--- config.mk ---
export PLATFORM = sky130hd
export DESIGN_NAME = risc8_dmem_arbiter
export DESIGN_NICKNAME = d
export VERILOG_FILES = /design/src/rtl/risc8_pkg.sv /design/src/rtl/risc8_dmem_arbiter.sv
export SDC_FILE = /design/constraint.sdc
export NUM_CORES = 1
export LEC_CHECK = 0
export CORE_ASPECT_RATIO = 0.8
export CORE_MARGIN = 10
export CORE_UTILIZATION = 30
export DETAILED_ROUTE_END_ITERATION = 16
export HOLD_SLACK_MARGIN = 0.1
export PLACE_DENSITY = 0.77
export SETUP_SLACK_MARGIN = 0.3
export SLEW_MARGIN = 20
export SYNTH_ARGS = -nofsm -noshare
export SYNTH_HDL_FRONTEND = slang
export SYNTH_SLANG_ARGS = --single-unit
--- constraint.sdc ---
create_clock -name clk -period 1.35 [get_ports clk]
set_input_delay 0.2025 -clock clk [delete_from_list [all_inputs] [get_ports clk]]
set_output_delay 0.2025 -clock clk [all_outputs]
set_load 0.005 [all_outputs]
--- src/rtl/risc8_pkg.sv ---
// Shared types and default widths for the risc8 data-memory path.
package risc8_pkg;

    localparam int unsigned RISC8_ADDR_W = 8;
    localparam int unsigned RISC8_DATA_W = 8;

    typedef enum logic [1:0] {
        StIdle,
        StCoreRd,
        StHostRd
    } arb_state_t;

endpackage

--- src/rtl/risc8_dmem_arbiter.sv ---
// Data-memory arbiter: the MEM stage has priority over the host/debug port, and a bounded
// wait counter forces a starving host request through.
module risc8_dmem_arbiter
    import risc8_pkg::*;
#(
    parameter int unsigned ADDR_W        = RISC8_ADDR_W,
    parameter int unsigned DATA_W        = RISC8_DATA_W,
    parameter int unsigned HOST_MAX_WAIT = 4
) (
    input  logic              clk,
    input  logic              reset_n,
    input  logic              core_req,
    input  logic              core_we,
    input  logic [ADDR_W-1:0] core_addr,
    input  logic [DATA_W-1:0] core_wdata,
    output logic [DATA_W-1:0] core_rdata,
    output logic              core_stall,
    input  logic              host_valid,
    input  logic              host_we,
    input  logic [ADDR_W-1:0] host_addr,
    input  logic [DATA_W-1:0] host_wdata,
    output logic              host_ready,
    output logic              host_rvalid,
    output logic [DATA_W-1:0] host_rdata,
    output logic              mem_en,
    output logic              mem_we,
    output logic [ADDR_W-1:0] mem_addr,
    output logic [DATA_W-1:0] mem_wdata,
    input  logic [DATA_W-1:0] mem_rdata
);

    localparam int unsigned     CNT_W    = $clog2(HOST_MAX_WAIT + 1);
    localparam logic [CNT_W-1:0] WAIT_MAX = CNT_W'(HOST_MAX_WAIT);

    arb_state_t        r_state;
    logic [CNT_W-1:0]  r_wait_cnt;
    logic              r_host_rvalid;
    logic [DATA_W-1:0] r_host_rdata;

    logic w_idle;
    logic w_force_host;
    logic w_grant_host;
    logic w_grant_core;

    assign w_idle       = (r_state == StIdle);
    assign w_force_host = (r_wait_cnt == WAIT_MAX);
    assign w_grant_host = w_idle && host_valid && (w_force_host || !core_req);
    assign w_grant_core = w_idle && core_req && !w_grant_host;

    assign host_rvalid = r_host_rvalid;
    assign host_rdata  = r_host_rdata;

    always_ff @(posedge clk or negedge reset_n) begin
        if (!reset_n) begin
            r_state       <= StIdle;
            r_wait_cnt    <= '0;
            r_host_rvalid <= 1'b0;
            r_host_rdata  <= '0;
        end else begin
            r_host_rvalid <= 1'b0;
            unique case (r_state)
                StIdle: begin
                    if (w_grant_host) begin
                        r_wait_cnt <= '0;
                        if (!host_we) begin
                            r_state <= StHostRd;
                        end
                    end else if (w_grant_core) begin
                        // Only a waiting host ages; saturate at the force threshold.
                        if (host_valid && !w_force_host) begin
                            r_wait_cnt <= r_wait_cnt + CNT_W'(1);
                        end
                        if (!core_we) begin
                            r_state <= StCoreRd;
                        end
                    end
                end
                StCoreRd: begin
                    r_state <= StIdle;
                end
                StHostRd: begin
                    r_host_rdata  <= mem_rdata;
                    r_host_rvalid <= 1'b1;
                    r_state       <= StIdle;
                end
                default: begin
                    r_state <= StIdle;
                end
            endcase
        end
    end

    // Decoded from state and request inputs only; mem_rdata never reaches core_stall.
    always_comb begin
        core_stall = core_req;
        core_rdata = '0;
        host_ready = 1'b0;
        mem_en     = 1'b0;
        mem_we     = 1'b0;
        mem_addr   = '0;
        mem_wdata  = '0;
        if (reset_n) begin
            unique case (r_state)
                StIdle: begin
                    if (w_grant_host) begin
                        host_ready = 1'b1;
                        mem_en     = 1'b1;
                        mem_we     = host_we;
                        mem_addr   = host_addr;
                        mem_wdata  = host_wdata;
                    end else if (w_grant_core) begin
                        mem_en     = 1'b1;
                        mem_we     = core_we;
                        mem_addr   = core_addr;
                        mem_wdata  = core_wdata;
                        core_stall = !core_we;
                    end
                end
                StCoreRd: begin
                    core_rdata = mem_rdata;
                    core_stall = 1'b0;
                end
                StHostRd: begin
                    core_stall = core_req;
                end
                default: begin
                    core_stall = core_req;
                end
            endcase
        end
    end

endmodule

# == Yosys cells after proc, flatten, opt, wreduce, memory -nomap -nowiden ==
# Index checks and enable logic that the tools add are counted.
# word_totals
word_cells,60
reg_bits,14
output_inout_bits,37
# classes
eq_ne,6
reduce_logical,15
n_mux,34
addsub,1
# ops
op,count
$mux 8,10
$mux 1,15
$mux 2,5
$mux 3,3
$reduce_and 3->1,2
$logic_and 1x1->1,5
$logic_not 1->1,4
$reduce_bool 2->1,2
$add 3x1->3 const B,1
$eq 3x3->1 const B,1
$ne 3x1->1 const B,1
$ne 3x2->1 const B,1
$ne 3x3->1 const B,1
$eq 2x1->1 const B,1
$eq 2x2->1 const B,1
$logic_not 2->1,1
$pmux 1 s2,1
$logic_or 1x1->1,1

# == Longest topological paths before layout ==
# Gate-level depths: netlist (run 1).
# logic_depth
word_depth,9
ltp_mapped,6

# == Worst setup path after synthesis (run 1) ==
# Ideal clock, no wire load.
# synth_timing
path_type,register -> output
from,reg r_wait_cnt[0]
to,out mem_addr[0]
t_arrival_ns,1.250
path_slack_ns,-0.102
path_stages_with_launch,7
required_ns,1.148
cell_sequence,dfrtp_1 inv_1 ha_1 a21boi_0 nand2b_2 buf_6 o22ai_2
# synth_between
elab_chain_cells,9
# synth_rtl
item,line_no,rtl
"start, declared",risc8_dmem_arbiter.sv:36,logic [CNT_W-1:0] r_wait_cnt;
"start signal, assigned",risc8_dmem_arbiter.sv:71,r_wait_cnt <= r_wait_cnt + CNT_W'(1);
$eq 3x3->1 (*),risc8_dmem_arbiter.sv:46,assign w_force_host = (r_wait_cnt == WAIT_MAX);
$logic_or 1x1->1 (*),risc8_dmem_arbiter.sv:47,assign w_grant_host = w_idle && host_valid && (w_force_host || !core_req);
$logic_and 1x1->1 (*),risc8_dmem_arbiter.sv:47,
$logic_not 1->1,risc8_dmem_arbiter.sv:48,assign w_grant_core = w_idle && core_req && !w_grant_host;
$logic_and 1x1->1,risc8_dmem_arbiter.sv:48,
$mux 8,risc8_dmem_arbiter.sv:111,end else if (w_grant_core) begin
$mux 8 (*),risc8_dmem_arbiter.sv:105,if (w_grant_host) begin
$mux 8 (*),risc8_dmem_arbiter.sv:103,unique case (r_state)
$mux 8 (*),risc8_dmem_arbiter.sv:102,if (reset_n) begin
"end, declared",risc8_dmem_arbiter.sv:27,"output logic [ADDR_W-1:0] mem_addr,"
# Mark *: on every way between the ends. The rest lies on a longest branch, timed or not.

# == Worst setup path after layout (run 1) ==
# layout_timing
from,reg r_state[1]
to,out mem_addr[1]
# layout_between
elab_chain_cells,9
word_cells_on_any_way,10
cone_classes,mux (4); reduce/logical (6)
# layout_rtl
item,line_no,rtl
"start, declared",risc8_dmem_arbiter.sv:35,arb_state_t r_state;
"start signal, assigned",risc8_dmem_arbiter.sv:55,r_state <= StIdle;
"start signal, assigned",risc8_dmem_arbiter.sv:66,r_state <= StHostRd;
"start signal, assigned",risc8_dmem_arbiter.sv:74,r_state <= StCoreRd;
$logic_not 2->1 (*),"risc8_dmem_arbiter.sv:45, risc8_dmem_arbiter.sv:103",
$logic_and 1x1->1 (2 in a row),risc8_dmem_arbiter.sv:47,
$logic_not 1->1,risc8_dmem_arbiter.sv:48,
$logic_and 1x1->1,risc8_dmem_arbiter.sv:48,
$mux 8,risc8_dmem_arbiter.sv:111,
$mux 8,risc8_dmem_arbiter.sv:105,
$mux 8 (*),risc8_dmem_arbiter.sv:103,
$mux 8 (*),risc8_dmem_arbiter.sv:102,
# Marks and branches as above.

==> out/metrics.yaml, run 1 <==
status: "finished with violations"
violations: "setup timing"
finalMaxSlewViolations: 0
synth_edf_count: 0
p_int_mw: 1.49
place_congestion: 0.765
grtUsageMet1: 0.177
yosys_register_bits: 14
ant_nets: 0
pwr-share-seq: 0.277
root_buffer: "clkbuf_8"
antenna_found_initial: 0
ioPinCount: 83
placed_area_um2: 2180
p_sw_mw: 0.743
slowest_stage: "dfrtp_2"
syn2layout_area_growth_pct: 142
initial_utilization: 0.315
synth_top_cell_area_share: 0.323
rsz0062_at_grt: "true"
n_fill_cell: 204
share_comb_of_total_power: 0.562
synthCells: 119
clkLatencyLatePin_ps: 250
synth_area_leader_cell: "dfrtp_1"
drtIter0Drc: 82
drc: 0
wl_per_cell_um: 22.3
finalSetupViolCount: 38
start_kind: "register"
grt.busiest_layer: "met2"
cp.required_ps: 1150
grt_use_met2: 0.336
synthTopCellsByCount: "nand2_1 (34), dfrtp_1 (14), o22ai_2 (9)"
ys_top_cells_by_area: "dfrtp_1 (32%), nand2_1 (12%), o22ai_2 (10%)"
maxCapViolations: 0
grt-ovfl-total: 0
p_sw_frac: 0.333
period_share: 1.44
placementRows: 19
cts_buffers: 3
hold_viol: 0
first_global_vias: 1536
max_stage_delay_ps: 450
ys_seq_area_frac: 0.323
viasPerCell: 5.08
ys_warn_count: 0
dr.pass1.iters: 4
h-tree-depth: 1
hold_path.class: "in2async"
tritoncts: "built"
syn_avg_cell_area_um2: 9.12
cts_hold_buf: 0
r2r-start: "r_state[1]"
leakage_nw: 1.20
place_hpwl_mm: 3.72
synth-main-ff-cell: "dfrtp_1"
core_area_um2: 3450
path_clk_slew_ps: 60
clock-sinks: 14
timing.slew.headroom: 0.847
arrival_ps: 1750
grt_util_met3: 0.0287
finalNetCount: 285
drive_gt1_frac: 0.636
power_mw: 2.23
vias: 1412
startpoint: "r_state[1]"
criticalPathCategory: "reg2out"
portBuffers: 82
grt_pass1_wl_mm: 8.54
die_x_um: 87.2
die_area_um2: 6440
wl_mm: 6.20
synthesis.area_um2: 1080
fin_skew_ps: 0.614
grt_use_total: 0.171
fin_area_um2: 2630
pwr-share-clk: 0.161
antenna_cells: 0
crit_path_end_kind: "output pin"
yosysMostFrequentCell: "nand2_1"
ys_types: 26
vdd_ir_drop_max_uv: 763
fin_crit_ps: 1950
finalWorstSetupSlack_ps: -599
grt_start_max_net_pins: 17
pwr_density_cell_nw_per_um2: 850
worstPathCellList: "buf_12 -> buf_6 -> buf_6 -> nor2_4 -> nand3_4 -> buf_12 -> o22ai_2 -> buf_2"
max_freq_mhz: 513
synth-async-reset-ratio: 1.00
critPathMaxFanout: 9
die_h_um: 73.8
tightestPinTransition_ps: 229
clockBufferDepth: 2
synth_nets: 167
## metrics by stage
step / worst slack, ps / hold slack (ps) / utilization / std cells / setup TNS, ps
2_1_floorplan: 28.4 / -93.1 / - / 119 / 0
3_3_place_gp: -750 / 488 / 0.634 / 251 / -19660
3_5_place_dp: -759 / 498 / 0.634 / 251 / -20500
4_1_cts: -544 / 353 / 0.710 / 274 / -13520
5_1_grt: -660 / 390 / 0.762 / 278 / -18780
6_report: -599 / 386 / 0.762 / 278 / -16510
## path summary, 6_finish.rpt
kind / to / slack, ps / cells after the start
min in group clk: host_rdata[5] / 520 / 1
setup / recovery: mem_addr[1] / -600 / 8
setup reg to reg: r_wait_cnt[2] / -310 / 8
hold reg to reg: host_rdata[5] / 520 / 1
hold / removal: r_wait_cnt[2] / 390 / 3
max in group asynchronous: r_state[0] / 740 / 3
## state kept, by name (all words and copies together) (netlist names)
name / cells
host_rdata: 8
host_rvalid: 1
r_state: 2
r_wait_cnt: 3
## cells in the final DEF (no fill, tap or decap), types with 2 or more instances in the layout
cell type / Yosys / routed
and3_4: 0 / 8
buf_12: 0 / 5
buf_16: 0 / 5
buf_2: 3 / 25
buf_4: 2 / 13
buf_6: 4 / 24
clkbuf_16: 0 / 2
clkbuf_2: 0 / 2
clkbuf_8: 0 / 3
clkdlybuf4s50_1: 0 / 45
dfrtp_1: 14 / 12
dfrtp_2: 0 / 2
inv_1: 5 / 3
inv_2: 0 / 2
mux2_4: 0 / 8
nand2_1: 34 / 19
nand2_2: 0 / 12
nand2_4: 0 / 3
nand2b_4: 0 / 2
nand3_2: 1 / 3
nor2_4: 0 / 3
nor3b_4: 2 / 2
o22ai_2: 9 / 15
o22ai_4: 0 / 2
## power by group through the flow
stage	Combinational [mW]	Clock [mW]	Sequential, mW
final	1.25	0.358	0.619
after global routing	1.33	0.401	0.631
after CTS	1.10	0.369	0.611
after detailed placement	0.998	0	0.624
after global placement	0.967	0	0.607
after floorplan	0.437	0	0.614
## final cells by class
class                           count  area (um^2)  share of cell area
Clock buffer                        4         45.0              0.0172
Inverter                            5         18.8             0.00715
Multi-Input combinational cell     91          906               0.345
Sequential cell                    14          353               0.134
Tap cell                           42         52.6              0.0200
Timing Repair Buffer              122         1250               0.476
## per-layer routing
layer,share of wire,wire length (um)
met5,0,0
met4,0.044,270
met3,0.042,263
met2,0.56,3490
met1,0.35,2170
## repair_timing
item | 4_1_cts | 5_1_grt
pin swaps | 5 | 21
endpoints found under the hold margin | 0 | 0
setup buffers | 13 | 2
setup endpoints to repair | 51 | 45
gates cloned | 6 | 2
resized for setup | 179 | 37
## logic make-up after synthesis
kind of cell / after synthesis / share of synthesized area
and+or+nand+nor: 58 / 0.290
AOI/OAI and AO/OA: 22 / 0.187
buffers and inverters: 14 / 0.0865
xor gates and xnor gates: 1 / 0.00808
muxes: 8 / 0.0830
DFF: 14 / 0.323
adders and majority gates: 2 / 0.0231
## worst max-delay path: cells and delay by family, from the launching register on
kind	cells	cell delay, ps
compound gates	1	100
buf+inv	5	700
flops	1	450
simple gates	2	230
No activity file was read; power rests on OpenSTA's default activity.
==> run 2: changes to the inputs <==
Settings changed: CORE_UTILIZATION 30 to 31, CTS_BUF_LIST set to sky130_fd_sc_hd__clkbuf_2, PLACE_DENSITY 0.77 to 0.79.
==> out/metrics.yaml, run 2 (synthesis results as in run 1) <==
vdd_ir_drop_max_uv: 637  # was 763 uV
die_area_um2: 6280  # was 6440 um^2
tritoncts: "built"  # unchanged
r2r_setup_slack_ps: -170  # was -310 ps
antenna_cells: 0  # unchanged
fin_area_um2: 2510  # was 2630 um^2
clkLatencyLatePin_ps: 300  # was 250 ps
clock-sinks: 14  # unchanged
finalNetCount: 293  # was 285
period_share: 1.56  # was 1.44
path_clk_slew_ps: 170  # was 60 ps
portBuffers: 82  # unchanged
initial_utilization: 0.319  # was 0.315
cts_buffers: 3  # unchanged
final_cell_mix: "clkdlybuf4s50_1 (45), buf_2 (31), nand2_1 (29)"  # was clkdlybuf4s50_1 (45), buf_2 (25), buf_6 (24)
worstPathCellList: "buf_4 -> nor3b_4 -> buf_4 -> buf_6 -> buf_16 -> nand2_1 -> o22ai_2 -> buf_2"  # was buf_12 -> buf_6 -> buf_6 -> nor2_4 -> nand3_4 -> buf_12 -> o22ai_2 -> buf_2
grt_pass1_wl_mm: 7.94  # was 8.54 mm
clockBufferDepth: 2  # unchanged
max_freq_mhz: 475  # was 513 MHz
drc: 0  # unchanged
tightestPinTransition_ps: 244  # was 229 ps
ioPinCount: 83  # unchanged
grt_start_max_net_pins: 19  # was 17
violations: "setup timing"  # unchanged
hold_viol: 0  # unchanged
arrival_ps: 1900  # was 1750 ps
wl_mm: 5.68  # was 6.20 mm
hold_path.class: "in2async"  # unchanged
slowest_stage: "dfrtp_2"  # unchanged
share_comb_of_total_power: 0.597  # was 0.562
pwr-share-seq: 0.298  # was 0.277
p_int_mw: 1.34  # was 1.49 mW
die_x_um: 86.1  # was 87.2 um
die_h_um: 72.9  # was 73.8 um
syn2layout_area_growth_pct: 131  # was 142%
grt_use_total: 0.159  # was 0.171
place_hpwl_mm: 3.72  # about the same
placementRows: 19  # unchanged
cts_hold_buf: 0  # unchanged
finalMaxSlewViolations: 0  # unchanged
finalSetupViolCount: 38  # unchanged
core_area_um2: 3400  # was 3450 um^2
drtIter0Drc: 84  # was 82
cpLargestDelayFamily: "buffers and inverters"  # unchanged
pwr_density_cell_nw_per_um2: 814  # was 850 nW/um^2
fin_skew_ps: 29.8  # was 0.614 ps
n_fill_cell: 212  # was 204
crit-reg2reg-capture: "r_state[1]"  # was r_wait_cnt[2]
r2r-start: "r_state[1]"  # unchanged
rsz0062_at_grt: "true"  # unchanged
crit_path_end_kind: "output pin"  # unchanged
antenna_found_initial: 0  # unchanged
timing.slew.headroom: 0.837  # was 0.847
ant_nets: 0  # unchanged
final_common_cell: "clkdlybuf4s50_1"  # unchanged
cp.required_ps: 1150  # about the same
placed_area_um2: 2190  # was 2180 um^2
cp_common_cell: "buf_4"
max_stage_delay_ps: 470  # was 450 ps
fin_crit_ps: 2110  # was 1950 ps
first_global_vias: 1493  # was 1536
status: "finished with violations"  # unchanged
wl_per_cell_um: 19.9  # was 22.3 um
pwr-share-clk: 0.105  # was 0.161
root_buffer: "clkbuf_2"  # was clkbuf_8
critPathMaxFanout: 4  # was 9
criticalPathCategory: "reg2out"  # unchanged
largest_reg_flops: 8  # unchanged
startpoint: "r_state[1]"  # unchanged
place_congestion: 0.699  # was 0.765
start_kind: "register"  # unchanged
r2r_cells: 8  # unchanged
dr.pass1.iters: 4  # unchanged
p_sw_mw: 0.705  # was 0.743 mW
h-tree-depth: 1  # unchanged
critPathBufInv: 5  # unchanged
dpl_worst_slack_ps: -778  # was -759 ps
cp_num_cells: 8  # unchanged
vias: 1434  # was 1412
p_sw_frac: 0.345  # was 0.333
viasPerCell: 5.01  # was 5.08
finalWorstSetupSlack_ps: -757  # was -599 ps
leakage_nw: 1.18  # was 1.20 nW
maxCapViolations: 0  # unchanged
drive_gt1_frac: 0.607  # was 0.636
power_mw: 2.04  # was 2.23 mW
grt-ovfl-total: 0  # unchanged
[run 2: cell count changes in the layout (fill, tap and decap cells not counted), sizes merged]
| cell | previous run | this run |
|---|---|---|
| clkinv | 0 | 1 |
| clkdlybuf4s15 | 1 | 0 |
| clkbuf | 8 | 3 |
| buf | 72 | 85 |
[run 2: through the flow]
| step | std cells | util | hold slack, ps | TNS [ps] |
|---|---|---|---|---|
| 2_1_floorplan | 119 | - | -93.1 | 0 |
| 3_3_place_gp | 252 | 0.645 | 488 | -19870 |
| 3_5_place_dp | 252 | 0.645 | 493 | -20560 |
| 4_1_cts | 278 | 0.699 | 290 | -16620 |
| 5_1_grt | 286 | 0.738 | 292 | -22160 |
| 6_report | 286 | 0.738 | 318 | -18880 |
[run 2: routing by layer]
metal  GRT usage  part of all wire  vias up  routed length [um]
met5           0                 0        -                   0
met4      0.0566             0.032        0                 183
met3      0.0391             0.038       16                 215
met2       0.289              0.56       48                3180
met1       0.174              0.37      703                2100
li1            -                 -      667                   -
[run 2: what timing repair did]
| item | CTS | global route |
|---|---|---|
| pin swaps | 3 | 15 |
| endpoints found under the hold margin | 0 | 0 |
| endpoints found under the setup margin | 51 | 51 |
| gates cloned | 4 | 0 |
| resized for setup | 170 | 27 |
| buffers inserted | 18 | 8 |
[run 2: worst register-to-register path, cell delays in order (launching register included)]
cell and delay [ps]:
dfrtp_2 470, buf_6 130, buf_12 120, nor3b_4 230, nand2b_4 110, buf_6 130
buf_6 110, buf_6 100, nor2_2 70
[run 2: power groups by stage]
stage          clock network (mW)  registers, mW  logic (mW)
4_1_cts                     0.209          0.601        1.06
3_3_place_gp                    0          0.607       0.972
3_5_place_dp                    0          0.617        1.00
5_1_grt                     0.243          0.619        1.30
6_report                    0.215          0.608        1.22
2_1_floorplan                   0          0.614       0.437
[run 2: layout make-up]
cell class              count  area [um^2]  area share
flip-flops and latches     14          353       0.141
clock inverters             1         3.75     0.00150
inverters                   5         18.8     0.00748
repair buffers            130         1230       0.491
multi-input cells          91          835       0.333
well taps                  42         52.6      0.0209
clock buffers               3         15.0     0.00598
[run 2: how the worst max path moves through the flow]
stage / to / slack (ps)
floorplan: mem_addr[1] / 30
finish: mem_wdata[5] / -760
detailed placement: mem_wdata[5] / -780
CTS: mem_wdata[5] / -730
global route: mem_wdata[5] / -860
global placement: mem_wdata[5] / -740
